--- config.mk ---
export PLATFORM = sky130hd
export DESIGN_NAME = easy_fifo_pack_flat
export DESIGN_NICKNAME = d
export VERILOG_FILES = /design/src/rtl/easy_fifo_pack_pkg.sv /design/src/rtl/easy_fifo_pack_if.sv /design/src/rtl/easy_fifo_pack_acc.sv /design/src/rtl/easy_fifo_pack.sv /design/src/flat_wrapper.sv
export SDC_FILE = /design/constraint.sdc
export NUM_CORES = 1
export LEC_CHECK = 0
export ABC_CLOCK_PERIOD_IN_PS = 2200
export CAP_MARGIN = 20
export CORE_ASPECT_RATIO = 2
export CORE_MARGIN = 2
export CORE_UTILIZATION = 30
export CTS_BUF_LIST = sky130_fd_sc_hd__clkbuf_8
export CTS_CLUSTER_DIAMETER = 200
export DETAILED_ROUTE_END_ITERATION = 8
export PLACE_DENSITY = 0.62
export SYNTH_ARGS = -nofsm -noshare
export SYNTH_HDL_FRONTEND = slang
export SYNTH_SLANG_ARGS = --single-unit
--- constraint.sdc ---
create_clock -name clk -period 2.2 [get_ports clk]
set_clock_uncertainty 0.1 [all_clocks]
set_input_delay 0.33 -clock clk [delete_from_list [all_inputs] [get_ports clk]]
set_output_delay 0.33 -clock clk [all_outputs]
set_load 0.02 [all_outputs]
--- src/rtl/easy_fifo_pack_pkg.sv ---
// -----------------------------------------------------------------------------
// easy_fifo_pkg
// Shared definitions for the easy_fifo_pack word packer.
//   clog2_min1   : index width helper that never returns 0
//   lane_cnt_t   : argument type of the keep-mask generator helper
//   keep_bit     : keep-mask generator, one lane at a time
//   DEFAULT_TIMEOUT : default idle-flush threshold
// -----------------------------------------------------------------------------
package easy_fifo_pkg;

    localparam int DEFAULT_TIMEOUT = 64;

    typedef int unsigned lane_cnt_t;

    function automatic int clog2_min1(input int n);
        return (n <= 2) ? 1 : $clog2(n);
    endfunction

    // Lane 'lane' is kept when it lies below the fill count.
    function automatic logic keep_bit(input lane_cnt_t lane, input lane_cnt_t fill);
        return (lane < fill);
    endfunction

endpackage

--- src/rtl/easy_fifo_pack_if.sv ---
// -----------------------------------------------------------------------------
// easy_fifo_pack_if
// Bundles the FIFO read port, the flush request and the packed-beat
// valid/ready output of easy_fifo_pack.
//   master : the packer (pops the FIFO, drives the beat)
//   slave  : the environment (FIFO + downstream consumer)
// -----------------------------------------------------------------------------
interface easy_fifo_pack_if #(
    parameter int DWIDTH = 32,
    parameter int RATIO  = 4
);
    logic [DWIDTH-1:0]       fifo_rd_data;
    logic                    fifo_rd_empty;
    logic                    fifo_rd_en;
    logic                    flush;
    logic [DWIDTH*RATIO-1:0] m_data;
    logic [RATIO-1:0]        m_keep;
    logic                    m_valid;
    logic                    m_ready;

    modport master (
        input  fifo_rd_data, fifo_rd_empty, flush, m_ready,
        output fifo_rd_en, m_data, m_keep, m_valid
    );

    modport slave (
        output fifo_rd_data, fifo_rd_empty, flush, m_ready,
        input  fifo_rd_en, m_data, m_keep, m_valid
    );
endinterface

--- src/rtl/easy_fifo_pack_acc.sv ---
// -----------------------------------------------------------------------------
// easy_fifo_pack_acc
// Lane accumulator: RATIO lane registers, fill index and keep generation.
//   clk, rst   : clock, synchronous active-low reset
//   pop_i      : a FIFO word is popped this cycle
//   load_i     : a beat (full or partial) is moved to the output this cycle
//   rd_data_i  : popped word
//   last_o     : fill index sits on the final lane
//   empty_o    : fill index is 0
//   keep_o     : keep mask for the fill count including a same-cycle pop
//   lanes_o    : lane contents including a same-cycle pop (lane 0 = LSBs)
// -----------------------------------------------------------------------------
module easy_fifo_pack_acc
    import easy_fifo_pkg::*;
#(
    parameter int DWIDTH = 32,
    parameter int RATIO  = 4
) (
    input  logic                    clk,
    input  logic                    rst,
    input  logic                    pop_i,
    input  logic                    load_i,
    input  logic [DWIDTH-1:0]       rd_data_i,
    output logic                    last_o,
    output logic                    empty_o,
    output logic [RATIO-1:0]        keep_o,
    output logic [DWIDTH*RATIO-1:0] lanes_o
);
    localparam int IW = clog2_min1(RATIO);
    localparam int CW = clog2_min1(RATIO + 1);

    logic [DWIDTH-1:0] lanes_q    [RATIO];
    logic [DWIDTH-1:0] lanes_view [RATIO];
    logic [DWIDTH-1:0] lanes_d    [RATIO];
    logic [IW-1:0]     idx_q, idx_d;
    logic [CW-1:0]     fill;

    assign last_o  = (idx_q == IW'(RATIO - 1));
    assign empty_o = (idx_q == '0);
    assign fill    = CW'(idx_q) + CW'(pop_i);

    // The view folds the same-cycle pop in so a completing or flushed beat
    // carries the word arriving this cycle.
    always_comb begin
        for (int i = 0; i < RATIO; i++) begin
            lanes_view[i] = lanes_q[i];
            if (pop_i && (idx_q == IW'(i))) begin
                lanes_view[i] = rd_data_i;
            end
            lanes_o[i*DWIDTH +: DWIDTH] = lanes_view[i];
            keep_o[i] = keep_bit(lane_cnt_t'(i), lane_cnt_t'(fill));
        end
    end

    // Lanes are zeroed whenever a beat leaves so unused lanes of a later
    // partial beat read as 0.
    always_comb begin
        idx_d = idx_q;
        for (int i = 0; i < RATIO; i++) begin
            lanes_d[i] = lanes_view[i];
        end
        if (load_i) begin
            idx_d = '0;
            for (int i = 0; i < RATIO; i++) begin
                lanes_d[i] = '0;
            end
        end else if (pop_i) begin
            idx_d = idx_q + 1'b1;
        end
    end

    always_ff @(posedge clk) begin
        if (!rst) begin
            idx_q <= '0;
            for (int i = 0; i < RATIO; i++) begin
                lanes_q[i] <= '0;
            end
        end else begin
            idx_q   <= idx_d;
            lanes_q <= lanes_d;
        end
    end

endmodule

--- src/rtl/easy_fifo_pack.sv ---
// -----------------------------------------------------------------------------
// easy_fifo_pack
// Pops narrow words from a first-word-fall-through FIFO and packs RATIO of
// them (little-endian, first word in lane 0) into one wide valid/ready beat
// with a per-lane keep mask. A flush request emits a partially filled beat.
//   clk  : clock
//   rst  : synchronous active-low reset
//   bus  : easy_fifo_pack_if.master
//            fifo_rd_data/fifo_rd_empty/fifo_rd_en : FIFO read port
//            flush                                 : partial-beat request
//            m_data/m_keep/m_valid/m_ready         : packed beat output
// Optional build macro EASY_FIFO_PACK_TIMEOUT_EN: adds an idle counter that
// raises a flush after TIMEOUT cycles with a partly filled accumulator and no
// pop. Without it TIMEOUT is only range-checked.
// -----------------------------------------------------------------------------
module easy_fifo_pack
    import easy_fifo_pkg::*;
#(
    parameter int DWIDTH  = 32,
    parameter int RATIO   = 4,
    parameter int TIMEOUT = DEFAULT_TIMEOUT
) (
    input  logic              clk,
    input  logic              rst,
    easy_fifo_pack_if.master  bus
);
    localparam int BW = DWIDTH * RATIO;

    if (RATIO < 2 || TIMEOUT < 1) begin : g_bad_param
        $error("easy_fifo_pack: RATIO must be >= 2 and TIMEOUT >= 1");
    end

    logic             acc_last, acc_empty;
    logic [RATIO-1:0] keep_nxt;
    logic [BW-1:0]    lanes_nxt;
    logic             out_free, rd_en, pop;
    logic             full_done, load_partial, beat_load, timeout_hit;
    logic             flush_pend_q, flush_pend_d;
    logic             m_valid_q, m_valid_d;
    logic [BW-1:0]    m_data_q, m_data_d;
    logic [RATIO-1:0] m_keep_q, m_keep_d;

    easy_fifo_pack_acc #(
        .DWIDTH (DWIDTH),
        .RATIO  (RATIO)
    ) u_acc (
        .clk       (clk),
        .rst       (rst),
        .pop_i     (pop),
        .load_i    (beat_load),
        .rd_data_i (bus.fifo_rd_data),
        .last_o    (acc_last),
        .empty_o   (acc_empty),
        .keep_o    (keep_nxt),
        .lanes_o   (lanes_nxt)
    );

    // Only the final lane needs a free output register; earlier lanes
    // keep filling while a beat waits downstream.
    assign out_free     = ~m_valid_q | bus.m_ready;
    assign rd_en        = rst & (~acc_last | out_free);
    assign pop          = rd_en & ~bus.fifo_rd_empty;
    assign full_done    = pop & acc_last;
    assign load_partial = flush_pend_q & out_free & ~full_done;
    assign beat_load    = full_done | load_partial;

`ifdef EASY_FIFO_PACK_TIMEOUT_EN
    localparam int TW = clog2_min1(TIMEOUT + 1);

    logic [TW-1:0] idle_q, idle_d;

    // Saturates at TIMEOUT so a waiting flush is raised only once.
    always_comb begin
        idle_d      = idle_q;
        timeout_hit = 1'b0;
        if (pop || beat_load || acc_empty) begin
            idle_d = '0;
        end else if (idle_q != TW'(TIMEOUT)) begin
            idle_d      = idle_q + 1'b1;
            timeout_hit = (idle_q == TW'(TIMEOUT - 1));
        end
    end

    always_ff @(posedge clk) begin
        if (!rst) begin
            idle_q <= '0;
        end else begin
            idle_q <= idle_d;
        end
    end
`else
    assign timeout_hit = 1'b0;
`endif

    // A flush is only remembered when there is something to flush; any beat
    // load empties the accumulator, so it also retires a pending flush.
    always_comb begin
        flush_pend_d = flush_pend_q;
        if (beat_load) begin
            flush_pend_d = 1'b0;
        end else if ((bus.flush | timeout_hit) & (pop | ~acc_empty)) begin
            flush_pend_d = 1'b1;
        end
    end

    // keep_nxt is all ones on a full completion, so both beat kinds share
    // one load path.
    always_comb begin
        m_valid_d = m_valid_q;
        m_data_d  = m_data_q;
        m_keep_d  = m_keep_q;
        if (beat_load) begin
            m_valid_d = 1'b1;
            m_data_d  = lanes_nxt;
            m_keep_d  = keep_nxt;
        end else if (bus.m_ready) begin
            m_valid_d = 1'b0;
        end
    end

    always_ff @(posedge clk) begin
        if (!rst) begin
            flush_pend_q <= 1'b0;
            m_valid_q    <= 1'b0;
            m_data_q     <= '0;
            m_keep_q     <= '0;
        end else begin
            flush_pend_q <= flush_pend_d;
            m_valid_q    <= m_valid_d;
            m_data_q     <= m_data_d;
            m_keep_q     <= m_keep_d;
        end
    end

    assign bus.fifo_rd_en = rd_en;
    assign bus.m_valid    = m_valid_q;
    assign bus.m_data     = m_data_q;
    assign bus.m_keep     = m_keep_q;

endmodule

--- src/flat_wrapper.sv ---
// flat-port wrapper written by rule: the top's interface ports become plain ports
module easy_fifo_pack_flat import easy_fifo_pkg::*;
#(
    parameter int DWIDTH  = 32,
    parameter int RATIO   = 4,
    parameter int TIMEOUT = DEFAULT_TIMEOUT
)
  (clk, rst, bus_fifo_rd_data, bus_fifo_rd_empty, bus_flush, bus_m_ready, bus_fifo_rd_en, bus_m_data, bus_m_keep, bus_m_valid);
  easy_fifo_pack_if #(.DWIDTH(DWIDTH), .RATIO(RATIO)) bus_i ();
  input  logic clk;
  input  logic rst;
  input wire logic [$bits(bus_i.fifo_rd_data)-1:0] bus_fifo_rd_data;
  input wire logic [$bits(bus_i.fifo_rd_empty)-1:0] bus_fifo_rd_empty;
  input wire logic [$bits(bus_i.flush)-1:0] bus_flush;
  input wire logic [$bits(bus_i.m_ready)-1:0] bus_m_ready;
  output wire logic [$bits(bus_i.fifo_rd_en)-1:0] bus_fifo_rd_en;
  output wire logic [$bits(bus_i.m_data)-1:0] bus_m_data;
  output wire logic [$bits(bus_i.m_keep)-1:0] bus_m_keep;
  output wire logic [$bits(bus_i.m_valid)-1:0] bus_m_valid;
  assign bus_i.fifo_rd_data = bus_fifo_rd_data;
  assign bus_i.fifo_rd_empty = bus_fifo_rd_empty;
  assign bus_i.flush = bus_flush;
  assign bus_i.m_ready = bus_m_ready;
  assign bus_fifo_rd_en = bus_i.fifo_rd_en;
  assign bus_m_data = bus_i.m_data;
  assign bus_m_keep = bus_i.m_keep;
  assign bus_m_valid = bus_i.m_valid;
  easy_fifo_pack #(.DWIDTH(DWIDTH), .RATIO(RATIO), .TIMEOUT(TIMEOUT)) u_core (.clk(clk), .rst(rst), .bus(bus_i));
endmodule
# After elaboration in Yosys (flattened, before gate mapping)
# Index checks and enable logic that the tools add are counted.
# classes
div_mod_pow,0
magnitude_cmp,4
shift,0
eq_ne,3
reduce_logical,7
multipliers,0
muxes,6
add_sub_neg,2
bitwise,16
# op_table
operator,count
$mux 32,4
$and 1x1->1,6
$lt 1x3->1 const A,2
$lt 2x3->1 const A,2
$not 1->1,6
$eq 2x2->1 const B,2
$logic_and 1x1->1,4
$or 1x1->1,4
$add 2x1->3,1
$add 2x1->2 const B,1
$eq 2x1->1 const B,1
$logic_not 2->1,1
$mux 1,2
$reduce_bool 2->1,1
$reduce_or 2->1,1
# totals
input_bits,37
out_inout_bits,134
ram_bits,0
wordCells,47
romBits,0
reg_bits,264
memories,0
latch_bits,0

# Logic depth before layout (Yosys ltp)
# Gate-level depths: netlist (run 1).
# depth
ltp_word,10
ltp_mapped,9
depth_no_buf,9

# By module
# Synthesis (run 1) repeated with hierarchy kept, for this count alone.
# unflattened
hier_cells,1319
hier_area_um2,11731.3
# modules_own_cells
mod,instances,area_each_um2,cells_per_inst,seq_area_each_um2
easy_fifo_pack_acc,1,6402.4,732,2602.5
easy_fifo_pack,1,5328.9,587,2682.6

# Worst setup path after synthesis (run 1)
# Ideal clock, no wire load.
# synth_timing
path_type,register to register
from,reg u_core.u_acc.idx_q[1]
to,reg u_core.m_keep_q[2] (netlist: u_core.bus.m_keep[2])
setup_ns,0.070
arrival_ns,1.685
slack_ns,0.345
path_stages_with_launch,10
required_ns,2.030
period_less_slack_ns,1.855
n_path_buf,0
cell_sequence,dfxtp_1 > ha_1 > nand3b_1 > nand2_1 > inv_1 > ha_1 > inv_1 > ha_1 > a211o_1 > a21oi_1
# synth_via
elab_chain_cells,9
elab_cells_between_ends,11
cone_classes,add/sub (1); order compare (1); eq/ne (1); bitwise (8)
# synth_rtl
element,line,source
start: declaration,easy_fifo_pack_acc.sv:35,"logic [IW-1:0] idx_q, idx_d;"
start signal: assignment,easy_fifo_pack_acc.sv:79,idx_q <= idx_d;
branches (longest 9 deep; another with $add 2x1->3),n/a,
end signal: assignment,easy_fifo_pack.sv:131,m_keep_q <= m_keep_d;
end: declaration,easy_fifo_pack.sv:41,"logic [RATIO-1:0] m_keep_q, m_keep_d;"
# Several ways; the timed one is not identified.
# A chain may end at the register's enable or synchronous reset.

# Worst setup path in the final report (run 1)
# layout_timing
from,reg u_core.m_data_q[122] (netlist: u_core.bus.m_data[122])
to,out bus_m_data[122]
# layout_rtl
element,line,source
start: declaration,easy_fifo_pack.sv:40,"logic [BW-1:0] m_data_q, m_data_d;"
start signal: assignment,easy_fifo_pack.sv:130,m_data_q <= m_data_d;
end: declaration,flat_wrapper.sv:17,output wire logic [$bits(bus_i.m_data)-1:0] bus_m_data;
# No word-level cell between the ends.

==> results of run 1 <==
[power by group]
group | switching (W) | total (W) | leakage (nW) | internal, W
Combinational | 0.000414 | 0.000695 | 1.88 | 0.000281
Sequential | 0.0000316 | 0.00488 | 2.13 | 0.00485
Clock | 0.00185 | 0.00414 | 0.459 | 0.00229
[path summary, 6_finish.rpt]
kind,from,to,cells past startpoint
worst max-delay path,u_core.bus.m_data[122],bus_m_data[122],1
worst min-delay path,bus_flush,u_core.flush_pend_q,3
worst max register to register,u_core.u_acc.idx_q[1],u_core.bus.m_data[109],6
worst min register to register,u_core.bus.m_data[121],u_core.bus.m_data[121],2
[worst min-delay path: stages]
cell and delay [ps]:
clkdlybuf4s50_1 390, o21ai_0 150, a31oi_1 40
[area by class of cell]
type,count,share of cell area [%]
repair buffers,202,18.1
multi-input cells,555,26.8
flip-flops and latches,264,44.2
diodes,2,0.0418
inverters,8,0.251
clock inverters,21,1.43
well taps,360,3.77
clock buffers,47,5.41
[per-layer routing]
metal	GRT usage, %	wire length [microns]
met1	15.3	8610
met2	28.6	12900
met3	2.84	938
met4	7.84	850
met5	0	0
[cells in the mapped netlist]
master	number
a211o_1	1
a21o_1	1
a21oi_1	5
a31oi_1	1
and2b_1	2
and3_1	3
and3b_1	1
buf_1	1
buf_2	25
buf_4	10
buf_6	4
clkbuf_1	17
dfxtp_1	264
ha_1	7
inv_1	8
mux2i_1	128
nand2_1	135
nand2b_1	2
nand3_1	1
nand3b_1	1
nor2_1	130
nor2b_1	1
o21ai_0	5
o21ai_1	128
o22ai_2	1
or3_4	1
xnor2_1	1
[registers in the layout (all words and copies together) (netlist names)]
register and cells:
u_core.bus.m_data 128, u_core.bus.m_keep 4, u_core.bus.m_valid 1, u_core.flush_pend_q 1
u_core.u_acc.idx_q 2, u_core.u_acc.lanes_q 128
[stage by stage]
step	instance area (sq um)	power [W]	hold WS, ps	utilization (%)	cells
floorplan	8810	0.00535	350	-	884
global placement	11100	0.00569	335	38.6	1389
detailed placement	11100	0.00570	341	38.6	1389
CTS	12000	0.00987	294	41.5	1457
global route	12000	0.0101	351	41.5	1459
finish	12000	0.00972	327	41.5	1459
[placed cells by master (no fill, tap or decap), drive strengths merged]
master         synthesis  routed
a211o                  1       1
a21o                   1       1
a21oi                  5       5
a31oi                  1       1
and2b                  2       2
and3                   3       3
and3b                  1       1
buf                   40      32
bufinv                 0       3
clkbuf                17      48
clkdlybuf4s50          0     169
clkinv                 0       5
clkinvlp               0       2
dfxtp                264     264
diode                  0       2
ha                     7       7
inv                    8      19
mux2i                128     128
nand2                135     135
nand2b                 2       2
nand3                  1       1
nand3b                 1       1
nor2                 130     130
nor2b                  1       1
o21ai                133     133
o22ai                  1       1
or3                    1       1
xnor2                  1       1
[repair_timing]
item	4_1_cts	5_1_grt
setup endpoints to repair	1	1
gates resized for setup	1	2
cloned	0	0
[cell families (layout without fill, tap and decap cells)]
kind of cell	after synthesis	count (layout)	synth area share, %
AO/OA/AOI/OAI	142	142	8.24
multiplexers	128	128	14.5
flip-flops	264	264	60.0
AND/OR/NAND/NOR	277	277	12.3
buffers and inverters	65	278	3.89
XOR/XNOR	1	1	0.0994
adder cells (fa/ha/maj)	7	7	0.994
other	0	2	0
==> impl_metrics.tcl, run 1 <==
set metrics [dict create \
    status "completed" \
    yosys_warnings 0 \
    area_growth_pct 35.7 \
    fp-row-count 88 \
    critPathTopFamily "buffers and inverters" \
    cts_root_buf "clkbuf_8" \
    post-route-min-period_ps 2030 \
    fin_crit_sh_pct 92.5 \
    synth_area_sq_um 8810 \
    cp.required_ps 1770 \
    postCtsSetupRepairBufs 0 \
    pre_cts_ws_ps -19.4 \
    htree_num_levels 2 \
    initial_core_util_pct 30.5 \
    grt_overflow 0 \
    dp_hpwl_microns 16000 \
    drtIter0Drc 252 \
    antenna_left 0 \
    crit_type "register to primary output" \
    startpoint_type "register" \
    die_h_microns 246 \
    syn_inst 884 \
    max_cap_viol_count 0 \
    clockBufferDepth 3 \
    syn_nets 928 \
    finalMaxSlewViolations 0 \
    antenna_found_initial 2 \
    via_per_inst 4.52 \
    synth_area_leaders "dfxtp_1 60%, mux2i_1 15%, o21ai_1 7.3%" \
    clock_latency_ps 550 \
    cts_hold_buf 0 \
    max_freq_mhz 492 \
    wl_per_cell_microns 16.0 \
    cp_slowest_cell "clkdlybuf4s50_1" \
    clkTransAtPathRegs_ps 70 \
    ys_seq_area_share_pct 60.0 \
    finalWeightedCongestion 0.778 \
    reg2reg_slack_ps 210 \
    io_buffer_count 170 \
    cp_max_fo 2 \
    synth.distinct_cells 27 \
    layout-drive-gt1-share_pct 8.84 \
    vdd_drop_max_uv 413 \
    crit_path_end_kind "primary output" \
    track_usage_pct 15.0 \
    grt_pass1_vias 6647 \
    cp_data_arrival_time_ps 1600 \
    drc 0 \
    hold_viol 0 \
    ys_ff_latch 264 \
    finalWorstSetupSlack_ps 166 \
    rsz0062_at_grt "false" \
    leakagePower_nw 4.47 \
    synth.avg_cell_area_sq_um 9.97 \
    multi_input_area_sq_um 3210 \
    slowest_delay_ps 640 \
    cts_buffers 38 \
    tightest_slew_ps 553 \
    regArea_sq_um 5290 \
    final_nets 1113 \
    relSlewSlack_pct 62.8 \
    report.final.setup_viol 0 \
    power_density_nw_per_um2 813 \
    clock-sinks 264 \
    die_w_microns 125 \
    crit_chain "clkdlybuf4s50_1" \
    io_pins 171 \
    fillerInstances 2894 \
    drt-total-wl_microns 23300 \
    grt_pass1_wl_microns 36600 \
    synth_top_area_share_pct 60.0 \
    grt_start_max_net_pins 71 \
    vias 6591 \
    core_sq_um 28800 \
    cts_tree "done" \
    synth_area_leader_cell "dfxtp_1" \
    tns_ps 0 \
    first_pass_iters 4 \
    worst-path-buf-inv 1 \
    min-delay-path-class "input pin to register" \
    dieArea_sq_um 30800 \
]
No activity file was read; power rests on OpenSTA's default activity.
==> inputs of run 2 (changes only) <==
- ABC_CLOCK_PERIOD_IN_PS: 2200 -> 2600
- CORE_MARGIN: 2 -> default
- SKIP_LAST_GASP: default -> 1
- clock period: 2.2 -> 2.6 ns (I/O delays scaled with it)
==> run 2 against run 1 <==
Compared with the run above: cell count decreased by 0.96%; sequential power shrank 15%; first-iteration DRC count shrank 11%; clock power shrank 20%; flip-flop and latch count is the same; non-clock buffer count decreased by 9; design area is 1.2% lower; via count decreased by 0.52%; critical path depth up 2; register-to-register slack improved by 340 ps.
==> impl_metrics.tcl, run 2 (synthesis gave the netlist of run 1 again) <==
set metrics [dict create \
    final_nets 1105 \
    fp-row-count 88 \
    wl_per_cell_microns 15.7 \
    wl_met2_microns 12600 \
    pre_cts_ws_ps 192 \
    dieArea_sq_um 30100 \
    leakagePower_nw 4.38 \
    finalWeightedCongestion 0.746 \
    htree_num_levels 2 \
    cp.required_ps 2110 \
    first_pass_iters 4 \
    final_cell_mix "264 x dfxtp_1, 170 x clkdlybuf4s50_1, 134 x nand2_1" \
    fillerInstances 2874 \
    grt_pass1_vias 6493 \
    cts_buffers 39 \
    layout_commonest_cell "dfxtp_1" \
    cts_tree "done" \
    layout-drive-gt1-share_pct 7.75 \
    cts_root_buf "clkbuf_8" \
    antenna_left 0 \
    placed_area_sq_um 11000 \
    top_layer "met4" \
    io_buffer_count 170 \
    track_usage_pct 15.3 \
    die_h_microns 244 \
    tightest_slew_ps 595 \
    crit_type "register to primary output" \
    grt_start_max_net_pins 67 \
    cp_data_arrival_time_ps 1900 \
    vdd_drop_max_uv 398 \
    crit_path_end_kind "primary output" \
    dp_hpwl_microns 15300 \
    vias 6557 \
    design_area_sq_um 11800 \
    clkTransAtPathRegs_ps 60 \
    max_cap_viol_count 0 \
    cts_resized 0 \
    status "completed" \
    postCtsSetupRepairBufs 0 \
    post-route-min-period_ps 2390 \
    hold_viol 0 \
    die_w_microns 123 \
    clock-sinks 264 \
    core_sq_um 28800 \
    finalWorstSetupSlack_ps 212 \
    clockBufferDepth 3 \
    power_density_nw_per_um2 680 \
    report.final.setup_viol 0 \
    holdWs_ps 347 \
    startpoint_type "register" \
    finalMaxSlewViolations 0 \
    reg2reg_slack_ps 550 \
    cp_max_fo 4 \
    rsz0062_at_grt "false" \
    fin_crit_sh_pct 91.8 \
    wl_met3_microns 817 \
    antenna_found_initial 1 \
    min-delay-path-class "register to register" \
    relSlewSlack_pct 60.2 \
    via_per_inst 4.54 \
    drtIter0Drc 225 \
    tns_ps 0 \
    io_pins 171 \
    grt_pass1_wl_microns 35300 \
    initial_core_util_pct 30.5 \
    area_growth_pct 34.0 \
    grt_overflow 0 \
    cts_hold_buf 0 \
    drc 0 \
    max_freq_mhz 419 \
    drt-met1-wl_microns 8820 \
    clock_latency_ps 540 \
    drt-total-wl_microns 22700 \
]
-- run 2: cell count changes in the layout (fill, tap and decap cells not counted) --
cell,change
buf_4,-6
clkinv_2,-4
buf_12,-3
bufinv_16,-2
clkbuf_8,+2
inv_6,+2
clkbuf_2,-1
clkdlybuf4s50_1,+1
clkinvlp_4,-1
diode_2,-1
inv_1,-1
-- run 2: area by class of cell --
| type | instances | area, sq um | area share, % |
|---|---|---|---|
| flip-flops and latches | 264 | 5290 | 44.8 |
| multi-input cells | 555 | 3210 | 27.2 |
| repair buffers | 193 | 2060 | 17.5 |
| clock buffers | 49 | 674 | 5.71 |
| well taps | 360 | 450 | 3.81 |
| clock inverters | 15 | 97.6 | 0.826 |
| inverters | 8 | 30.0 | 0.254 |
| diodes | 1 | 2.50 | 0.0212 |
-- run 2: worst paths after layout --
kind / startpoint / endpoint / cells after the start
hold reg to reg: u_core.bus.m_data[63] / u_core.bus.m_data[63] / 2
hold / removal: u_core.bus.m_data[63] / u_core.bus.m_data[63] / 2
setup / recovery: u_core.u_acc.idx_q[0] / bus_fifo_rd_en / 3
setup reg to reg: u_core.u_acc.idx_q[0] / u_core.bus.m_data[52] / 6
-- run 2: critical path, cell delays in order (launching register included) --
cell and delay, ps:
dfxtp_1 350, ha_1 260, a21oi_1 140, clkdlybuf4s50_1 620
-- run 2: power breakdown --
part	internal, W	switching, W
Sequential	0.00411	0.0000269
Combinational	0.000220	0.000349
Clock	0.00179	0.00154
Total	0.00612	0.00191
-- run 2: metrics by stage --
stage,power (W),util (%),std cells
2_1_floorplan,0.00453,-,884
3_3_place_gp,0.00480,38.3,1380
3_5_place_dp,0.00480,38.3,1380
4_1_cts,0.00816,40.9,1444
5_1_grt,0.00838,40.9,1445
6_report,0.00803,40.9,1445
-- run 2: metal layers --
layer	GRT usage (%)	up-vias
met1	16.2	3114
li1	-	3280
met3	2.71	31
met2	29.0	132
met4	5.56	0
met5	0	-
==> variant, RTL diff (settings of run 2) <==
Build with the macro `EASY_FIFO_PACK_TIMEOUT_EN` defined.
--- a/src/rtl/easy_fifo_pack.sv
+++ b/src/rtl/easy_fifo_pack.sv
@@ -13,6 +13,8 @@
 // raises a flush after TIMEOUT cycles with a partly filled accumulator and no
 // pop. Without it TIMEOUT is only range-checked.
 // -----------------------------------------------------------------------------
+`define EASY_FIFO_PACK_TIMEOUT_EN
+
 module easy_fifo_pack
     import easy_fifo_pkg::*;
 #(
Formal check against the unedited RTL: same outputs for any inputs over 10 cycles, from zero or initial values and one cycle with rst low; that may be too few to reach the edited logic, so the function may still have changed.
==> variant against run 2 <==
Sequential share of layout area down 0.21 points. Wire length up 7.7%. Sequential cell count up 7. Synthesized cell count up 4.1%. Clock power up 3%. Register-to-register slack worse by 0.05 ns. Largest power group unchanged. Area after synthesis up 3.2%. Highest routed layer unchanged. Worst setup slack worse by 0.13 ns. Power up 3.3%. The flow now finishes with violations (DRC). Hold slack worse by 0.0025 ns. Critical path depth unchanged. Cell area up 3.1%. Global-route usage up 0.51 points.
==> variant: results (changes against run 2) <==
[status]
status=finished, violations left
violations=DRC

[synth]
synthTopCellsByCount=dfxtp_1 (271), nor2_1 (139), nand2_1 (137), mux2i_1 (129), o21ai_1 (102)
synth_cell_types=33  ; +22%
syn_nets=966  ; +4.1%
yosys-top-cells-area=dfxtp_1 (60%), mux2i_1 (14%), nor2_1 (5.7%)

[worst_setup_path]
reg2reg_to=u_core.bus.m_keep[2]
r2r_setup_slack_ns=0.50  ; -0.05 ns
r2r_cells=9  ; +3
r2r-start=u_core.u_acc.idx_q[1]
arrival_ns=2.02  ; +0.12 ns
critPathMaxFanout=5  ; +1

[detailed_routing]
wirelength_um=24400  ; +7.7%
drc=14  ; +14

[sta]
slew-limit-headroom_pct=77.2  ; +17 points

[final_layout]
drive_gt1_share_pct=8.52  ; +0.77 points
fill_cells=2930  ; +1.9%

[clock_network]
numCtsBuffers=41  ; +5.1%
clock_latency_ns=0.56  ; +0.02 ns

[global_routing]
grt_pass1_wl_um=38100  ; +7.9%
grt_pass1_vias=6939  ; +6.9%
antenna_found_initial=3  ; +2
grt_max_degree=55  ; -18%

[pwr]
vdd_drop_max_uv=429  ; +7.7%

[worst_hold_path]
hold_end=u_core.bus.m_data[91]

[place]
hpwl_um=16600  ; +8.6%

-- variant: how the worst max path moves through the flow --
stage / slack [ns] / end / depth (start not counted) / startpoint
finish: 0.09 / bus_fifo_rd_en / 3 / u_core.u_acc.idx_q[1]
global route: 0.01 / bus_fifo_rd_en / 3 / u_core.u_acc.idx_q[0]
CTS: 0.07 / bus_fifo_rd_en / 3 / u_core.u_acc.idx_q[0]
detailed placement: 0.28 / u_core.bus.m_data[53] / 7 / rst
global placement: 0.31 / bus_fifo_rd_en / 4 / bus_m_ready
floorplan: 0.79 / u_core.bus.m_keep[2] / 9 / u_core.u_acc.idx_q[0]
-- variant: power breakdown --
group	internal, µW	switching, µW
clock	1780	1640
sequential	4220	32.5
combinational	244	378
total	6250	2050
-- variant: logic make-up after synthesis --
logic type / count (synthesis) / synth area share (%)
AND/OR/NAND/NOR: 297 / 12.9
flip-flops: 271 / 59.6
AO/OA/AOI/OAI: 140 / 7.91
multiplexers: 129 / 14.2
buffers and inverters: 68 / 3.52
adder cells (fa/ha/maj): 9 / 1.24
XOR/XNOR: 6 / 0.578
-- variant: metrics by stage --
| step | instance area [µm²] | worst slack (ns) | instances | total power (µW) |
|---|---|---|---|---|
| after floorplan | 9100 | 0.794 | 920 | 4670 |
| after global placement | 11400 | 0.311 | 1420 | 4970 |
| after detailed placement | 11400 | 0.277 | 1420 | 4980 |
| after CTS | 12200 | 0.0657 | 1491 | 8430 |
| after global routing | 12200 | 0.0111 | 1494 | 8670 |
| final | 12200 | 0.0868 | 1494 | 8300 |
-- variant: final cells by class --
class | count | share of cell area, %
clock inverter | 20 | 0.822
inverter | 9 | 0.277
tap | 364 | 3.74
multi-input combinational | 581 | 27.8
antenna | 3 | 0.0616
timing repair buffer | 195 | 17.1
sequential | 271 | 44.5
clock buffer | 51 | 5.76
-- variant: worst max-delay path, cell delays in order, from the launching register on --
cell,delay [ns]
dfxtp_1,0.37
ha_1,0.29
a21oi_1,0.18
clkdlybuf4s50_1,0.62
-- variant: layer usage --
layer | track usage [%] | share of wire [%] | vias to the layer above | wire length [µm]
met5 | 0 | 0 | - | 0
met4 | 8.75 | 4.2 | 0 | 1020
met3 | 2.41 | 3.4 | 51 | 837
met2 | 30.5 | 55 | 168 | 13300
met1 | 16.2 | 38 | 3282 | 9190
li1 | - | - | 3405 | -
